[config.mk]
export PLATFORM = sky130hd
export DESIGN_NAME = gpio_bank
export DESIGN_NICKNAME = d
export VERILOG_FILES = /design/src/rtl/gpio_bank.sv
export SDC_FILE = /design/constraint.sdc
export NUM_CORES = 1
export LEC_CHECK = 0
export ABC_AREA = 1
export BUFFER_PORTS_ARGS = -buffer_cell sky130_fd_sc_hd__buf_4
export CAP_MARGIN = 20
export CORE_AREA = 2 2 129 106
export CTS_CLUSTER_DIAMETER = 50
export DETAILED_ROUTE_END_ITERATION = 7
export DIE_AREA = 0 0 131 108
export GPL_TIMING_DRIVEN = 0
export PLACE_DENSITY = 0.61
export SETUP_SLACK_MARGIN = 0.3
export SKIP_CTS_REPAIR_TIMING = 1
export SLEW_MARGIN = 20
export SYNTH_ARGS = -nofsm -noshare
export SYNTH_HDL_FRONTEND = slang
export SYNTH_SLANG_ARGS = --single-unit
[constraint.sdc]
create_clock -name clk -period 1.3 [get_ports clk]
set_clock_uncertainty 0.15 [all_clocks]
set_input_delay 0.065 -clock clk [delete_from_list [all_inputs] [get_ports clk]]
set_output_delay 0.065 -clock clk [all_outputs]
set_load 0.02 [all_outputs]
[src/rtl/gpio_bank.sv]
// gpio_bank: memory-mapped GPIO bank with per-pin direction/output, set/clear writes, input synchronisers, edge capture and level irq
// Ports: clk, rst (async active-low); vproc_mem_req_o/addr_o/we_o/be_o/wdata_o request from core;
//        vproc_mem_rvalid_i/err_i/rdata_i response one cycle after each hit; pin_i raw pads;
//        pin_o/pin_oe pad drive values and enables; irq_o high while any captured event is pending.
module gpio_bank #(
  parameter int          NUM_PINS    = 10,
  parameter logic [31:0] BASE_ADDR   = 32'h0000_0100,
  parameter int          SYNC_STAGES = 2
) (
  input  logic                clk,
  input  logic                rst,
  input  logic                vproc_mem_req_o,
  input  logic [31:0]         vproc_mem_addr_o,
  input  logic                vproc_mem_we_o,
  input  logic [3:0]          vproc_mem_be_o,
  input  logic [31:0]         vproc_mem_wdata_o,
  output logic                vproc_mem_rvalid_i,
  output logic                vproc_mem_err_i,
  output logic [31:0]         vproc_mem_rdata_i,
  input  logic [NUM_PINS-1:0] pin_i,
  output logic [NUM_PINS-1:0] pin_o,
  output logic [NUM_PINS-1:0] pin_oe,
  output logic                irq_o
);
  localparam logic [31:0] PMASK = 32'((64'd1 << NUM_PINS) - 64'd1);
  logic [31:0] dir_q, dir_d, out_q, out_d, ren_q, ren_d, fen_q, fen_d, evt_q, evt_d;
  logic [31:0] rdata_q, rdata_d, bm, wv, in_w, prev_w, edges;
  logic [NUM_PINS-1:0] sync_q [SYNC_STAGES];
  logic [NUM_PINS-1:0] prev_q;
  logic rvalid_q, err_q, irq_q, hit, err, wr, rd;
  logic [2:0] off;
  // BASE_ADDR is 32-byte aligned, so the window is a match on the upper address bits
  assign hit = vproc_mem_req_o && vproc_mem_addr_o[31:5] == BASE_ADDR[31:5];
  assign off = vproc_mem_addr_o[4:2];
  // misaligned, write to IN, or read of SET/CLR
  assign err = |vproc_mem_addr_o[1:0] || (vproc_mem_we_o ? off == 3'd2 : off[2:1] == 2'b11);
  assign wr = hit && vproc_mem_we_o && !err;
  assign rd = hit && !vproc_mem_we_o && !err;
  assign bm = {{8{vproc_mem_be_o[3]}}, {8{vproc_mem_be_o[2]}}, {8{vproc_mem_be_o[1]}}, {8{vproc_mem_be_o[0]}}} & PMASK;
  assign wv = vproc_mem_wdata_o & bm;
  assign in_w = 32'(sync_q[SYNC_STAGES-1]);
  assign prev_w = 32'(prev_q);
  assign edges = (in_w & ~prev_w & ren_q) | (~in_w & prev_w & fen_q);
  always_comb begin
    dir_d = wr && off == 3'd0 ? (dir_q & ~bm) | wv : dir_q;
    out_d = !wr ? out_q : off == 3'd1 ? (out_q & ~bm) | wv : off == 3'd6 ? out_q | wv : off == 3'd7 ? out_q & ~wv : out_q;
    ren_d = wr && off == 3'd3 ? (ren_q & ~bm) | wv : ren_q;
    fen_d = wr && off == 3'd4 ? (fen_q & ~bm) | wv : fen_q;
    // a fresh edge wins over a same-cycle W1C of that bit
    evt_d = (evt_q & ~(wr && off == 3'd5 ? wv : 32'd0)) | edges;
    rdata_d = !rd ? 32'd0 : off == 3'd0 ? dir_q : off == 3'd1 ? out_q : off == 3'd2 ? in_w :
              off == 3'd3 ? ren_q : off == 3'd4 ? fen_q : off == 3'd5 ? evt_q : 32'd0;
  end
  always_ff @(posedge clk or negedge rst) begin
    if (!rst) begin
      dir_q <= '0;
      out_q <= '0;
      ren_q <= '0;
      fen_q <= '0;
      evt_q <= '0;
      rdata_q <= '0;
      prev_q <= '0;
      rvalid_q <= 1'b0;
      err_q <= 1'b0;
      irq_q <= 1'b0;
      for (int i = 0; i < SYNC_STAGES; i++) sync_q[i] <= '0;
    end else begin
      dir_q <= dir_d;
      out_q <= out_d;
      ren_q <= ren_d;
      fen_q <= fen_d;
      evt_q <= evt_d;
      rdata_q <= rdata_d;
      prev_q <= sync_q[SYNC_STAGES-1];
      rvalid_q <= hit;
      err_q <= hit && err;
      irq_q <= |evt_q;
      sync_q[0] <= pin_i;
      for (int i = 1; i < SYNC_STAGES; i++) sync_q[i] <= sync_q[i-1];
    end
  end
  assign vproc_mem_rvalid_i = rvalid_q;
  assign vproc_mem_err_i = err_q;
  assign vproc_mem_rdata_i = rdata_q;
  assign pin_oe = dir_q[NUM_PINS-1:0];
  assign pin_o = out_q[NUM_PINS-1:0] & dir_q[NUM_PINS-1:0];
  assign irq_o = irq_q;
endmodule
== Word level (Yosys, flattened, before mapping) ==
Index checks and enable logic that the tools add are counted.
Storage, ports and cells
  logic and storage cells: 75
  output and inout bits: 55
  register bits after elaboration: 225
  input port bits: 82
Operators by class
  reductions and logical operators: 18
  muxes and demuxes: 12
  bitwise operators: 24
  eq/ne operators: 9
Operators with widths (count)
  32-bit two-way mux: 11
  32-bit AND: 8
  32-bit OR: 7
  10-bit inverter with 32-bit output: 3
  32-bit by 10-bit AND with 32-bit output: 2
  32-bit inverter: 2
  10-bit by 32-bit AND with 32-bit output: 1
  32-bit OR reduction: 1
  27-bit by 4-bit == test with 1-bit output (second input constant): 1
  3-bit == test (second input constant): 4
  10-bit AND: 1
  1-bit logical AND: 10
  3-bit by 2-bit == test with 1-bit output (second input constant): 2
  3-bit by 1-bit == test with 1-bit output (second input constant): 1
  3-bit zero test: 1
  3-bit nonzero test: 1
  2-bit == test (second input constant): 1
  1-bit zero test: 2
  2-bit AND reduction: 1
  2-bit OR reduction: 1
  1-bit logical OR: 1
  1-bit two-way mux: 1

== Logic depth before layout (Yosys ltp) ==
  depth after elaboration: 10
  mapped depth: 10
  mapped depth without buffers: 9

== Worst setup path after synthesis ==
OpenSTA, ideal clock, no wires.
  kind: input to register
  start point: in vproc_mem_addr_o[28]
  end point: reg (tool-made name)
  arrival time: 0.952 ns
  stages on the path: 9
  path buffers: 1
  required time: 1.031 ns
  path slack: 0.079 ns
  library setup time: 0.119 ns
  cell sequence: nor2_1 > nand2_1 > nor2_1 > nand2_2 > nor2_8 > buf_6 > nand4_1 > nand2_1 > nand2_1
RTL lines
  start, declared: line 13  | input logic [31:0] vproc_mem_addr_o,

==> flow_summary.toml <==
[run_status]
status = "complete, but fails checks"
violations = "hold timing"

[final_layout]
drive_gt1_share_pct = 32.2
layout-area-overhead-vs-synth_pct = 49.5
diodes = 0
multi_input_area_sq_um = 2090
final_design_area_no_fill_sq_um = 7010
fin_cells = 944
fillers = 1155
nNetsFinal = 847
post-route-util_pct = 55.1
regArea_sq_um = 2330

[pwr]
total_power_uw = 6780
p_leak_uw = 0.00373
p_per_area_nw_per_um2 = 966
peakVddDrop_uv = 796

[timing]
finalCriticalPeriod_ns = 1.23
worstMarginPinSlew_ns = 0.846
final_hold_viol_count = 95
fmax_mhz = 812
finalSetupViolCount = 0
hold_ws_ns = -0.327
max_slew_margin_pct = 43.6
rsz0062_at_grt = "yes"
finalMaxSlewViolations = 0
period_share_pct = 94.7

[detailed_routing]
wl_um = 14400
vias = 4534
drc = 0
routed_via_density = 4.80
wl_per_cell_um = 15.3
dr.pass1.iters = 5
drt_iter0_markers = 349
ant_nets = 0

[logic_synthesis]
synth_area_per_cell_sq_um = 8.09
synth_area_sq_um = 4690
synth-seq-cells = 93
yosys_warnings = 0
syn_inst = 580
ys_types = 28
seq_area_frac_synth_pct = 49.6

[placed_design]
dpl.cell_count = 865
place_area_sq_um = 5730
port_buffers = 89
place_congestion = 0.918
hpwl_um = 9460

[setup_path]
required_ns = 1.42
crit_type = "primary input to flip-flop"
cp-start-kind = "primary input"
end_kind = "flip-flop"
worstPathArrival_ns = 1.36
path_max_fanout = 8

[floorplan]
core_sq_um = 12700
fp.dieH_um = 108
fp-row-count = 37
initial_utilization_pct = 36.8
die_w_um = 131
die_area_sq_um = 14100
io_pins = 137

[hold_path]
hold_path_class = "primary input to async pin"

[grt]
grt_overflow_total = 0
grt_antenna_before_repair = 0
grt_max_degree = 94
grt_first_pass_wirelength_um = 20600
grt_use_total_pct = 19.0
grt_pass1_vias = 3981

[clock_tree]
htreeDepth = 3
clockBufferDepth = 2
tritoncts.num_buffers = 9
cts-root-buf = "clkbuf_16"
worstSkewPairLatency_ns = 0.34
cts_tree = "built"
path_clk_slew_ns = 0.07
cts.sinks = 93

[run]
maxCapViolCount = 0
## logic make-up after synthesis
kind of cell,after synthesis,share of synthesized area [%]
buffers and inverters,117,12.6
other,1,0.0799
AO/OA/AOI/OAI,34,4.59
flip-flops,93,49.6
AND/OR/NAND/NOR,335,33.1
## placed cells by master (no fill, tap or decap), types with 2 or more instances in the layout
cell	instances
buf_4	99
conb_1	22
nor2_4	15
nand4_1	65
nand3_1	3
clkbuf_2	2
nor2_2	5
nor3_1	8
nand2_1	188
bufinv_16	3
inv_1	58
a31oi_1	9
clkbuf_16	10
inv_6	2
o21ai_1	10
buf_8	5
dfrtp_1	92
nand3_2	5
nand4_4	4
clkbuf_1	3
nor2_1	28
inv_2	10
nand2_4	2
buf_6	51
nand2_2	9
o21ai_0	3
buf_2	10
dlygate4sd3_1	23
o2111ai_1	6
## worst paths after layout
kind | startpoint | to | slack, ns | depth (start not counted)
min reg2reg | sync_q[12] | in_w[2] | 0.20 | 0
max in group asynchronous | rst | in_w[1] | 0.75 | 1
max reg2reg | evt_q[6] | irq_o | 0.07 | 2
max | vproc_mem_addr_o[17] | flip-flop | 0.07 | 12
min in group clk | vproc_mem_addr_o[31] | vproc_mem_err_i | -0.01 | 6
min | rst | async pin | -0.33 | 1
## stage by stage
stage / TNS (ns) / worst slack [ns]
4_1_cts: -0.0705 / -0.0589
3_3_place_gp: -9.71 / -0.303
6_report: 0 / 0.0690
2_1_floorplan: 0 / 0.101
5_1_grt: -0.0284 / -0.0101
3_5_place_dp: -10.91 / -0.300
## critical path, stage by stage
cell and delay (ns):
buf_4 0.12, nor2_2 0.08, nand2_1 0.11, inv_1 0.08, nand2_1 0.06, nor2_2 0.10
nand2_2 0.10, nor2_4 0.14, buf_12 0.15, buf_6 0.13, nand4_1 0.12, nand2_1 0.10
## synth_stat cells
cell	number	area [sq um]
buf_6	6	67.6
nand4_4	4	85.1
inv_2	3	11.3
a22oi_1	1	7.51
buf_4	25	188
a31oi_1	9	56.3
inv_1	66	248
nor2_8	1	20.0
clkinv_1	1	3.75
nor2_4	1	11.3
nand4_1	65	407
nand3_1	9	45.0
inv_4	1	6.26
o22ai_1	2	12.5
nor3_1	9	45.0
conb_1	1	3.75
dfrtp_1	93	2330
o2111ai_1	7	61.3
nand2_1	196	736
clkbuf_1	5	18.8
nand2_2	3	18.8
buf_2	10	50.1
nor2_2	1	6.26
a21oi_1	1	5.00
nor4_1	2	12.5
a211oi_1	1	7.51
o21ai_0	13	65.1
nor2_1	44	165
## metal layers
layer  global-route usage, %  part of all wire [%]  vias to the layer above  wire [um]
li1                        -                     -                     2220          -
met1                    28.3                    44                     2098       6410
met2                    27.8                    47                      194       6800
met3                    3.71                   7.0                       22       1010
met4                    5.85                   1.4                        0        204
met5                       0                     0                        -          0
## power by group
group | switching [uW] | internal, uW
clock | 1110 | 1930
sequential | 26.2 | 2940
combinational | 447 | 315
## final cells by class
type                    instances  area share (%)
multi-input cells             393            29.8
clock inverters                 5            1.53
repair inverters                1          0.0714
inverters                      71            3.96
plain buffers                  46            4.80
clock buffers                  10            3.41
flip-flops and latches         93            33.2
repair buffers                150            20.1
well taps                     175            3.12
Note: power is estimated with default switching activity, not from simulation.
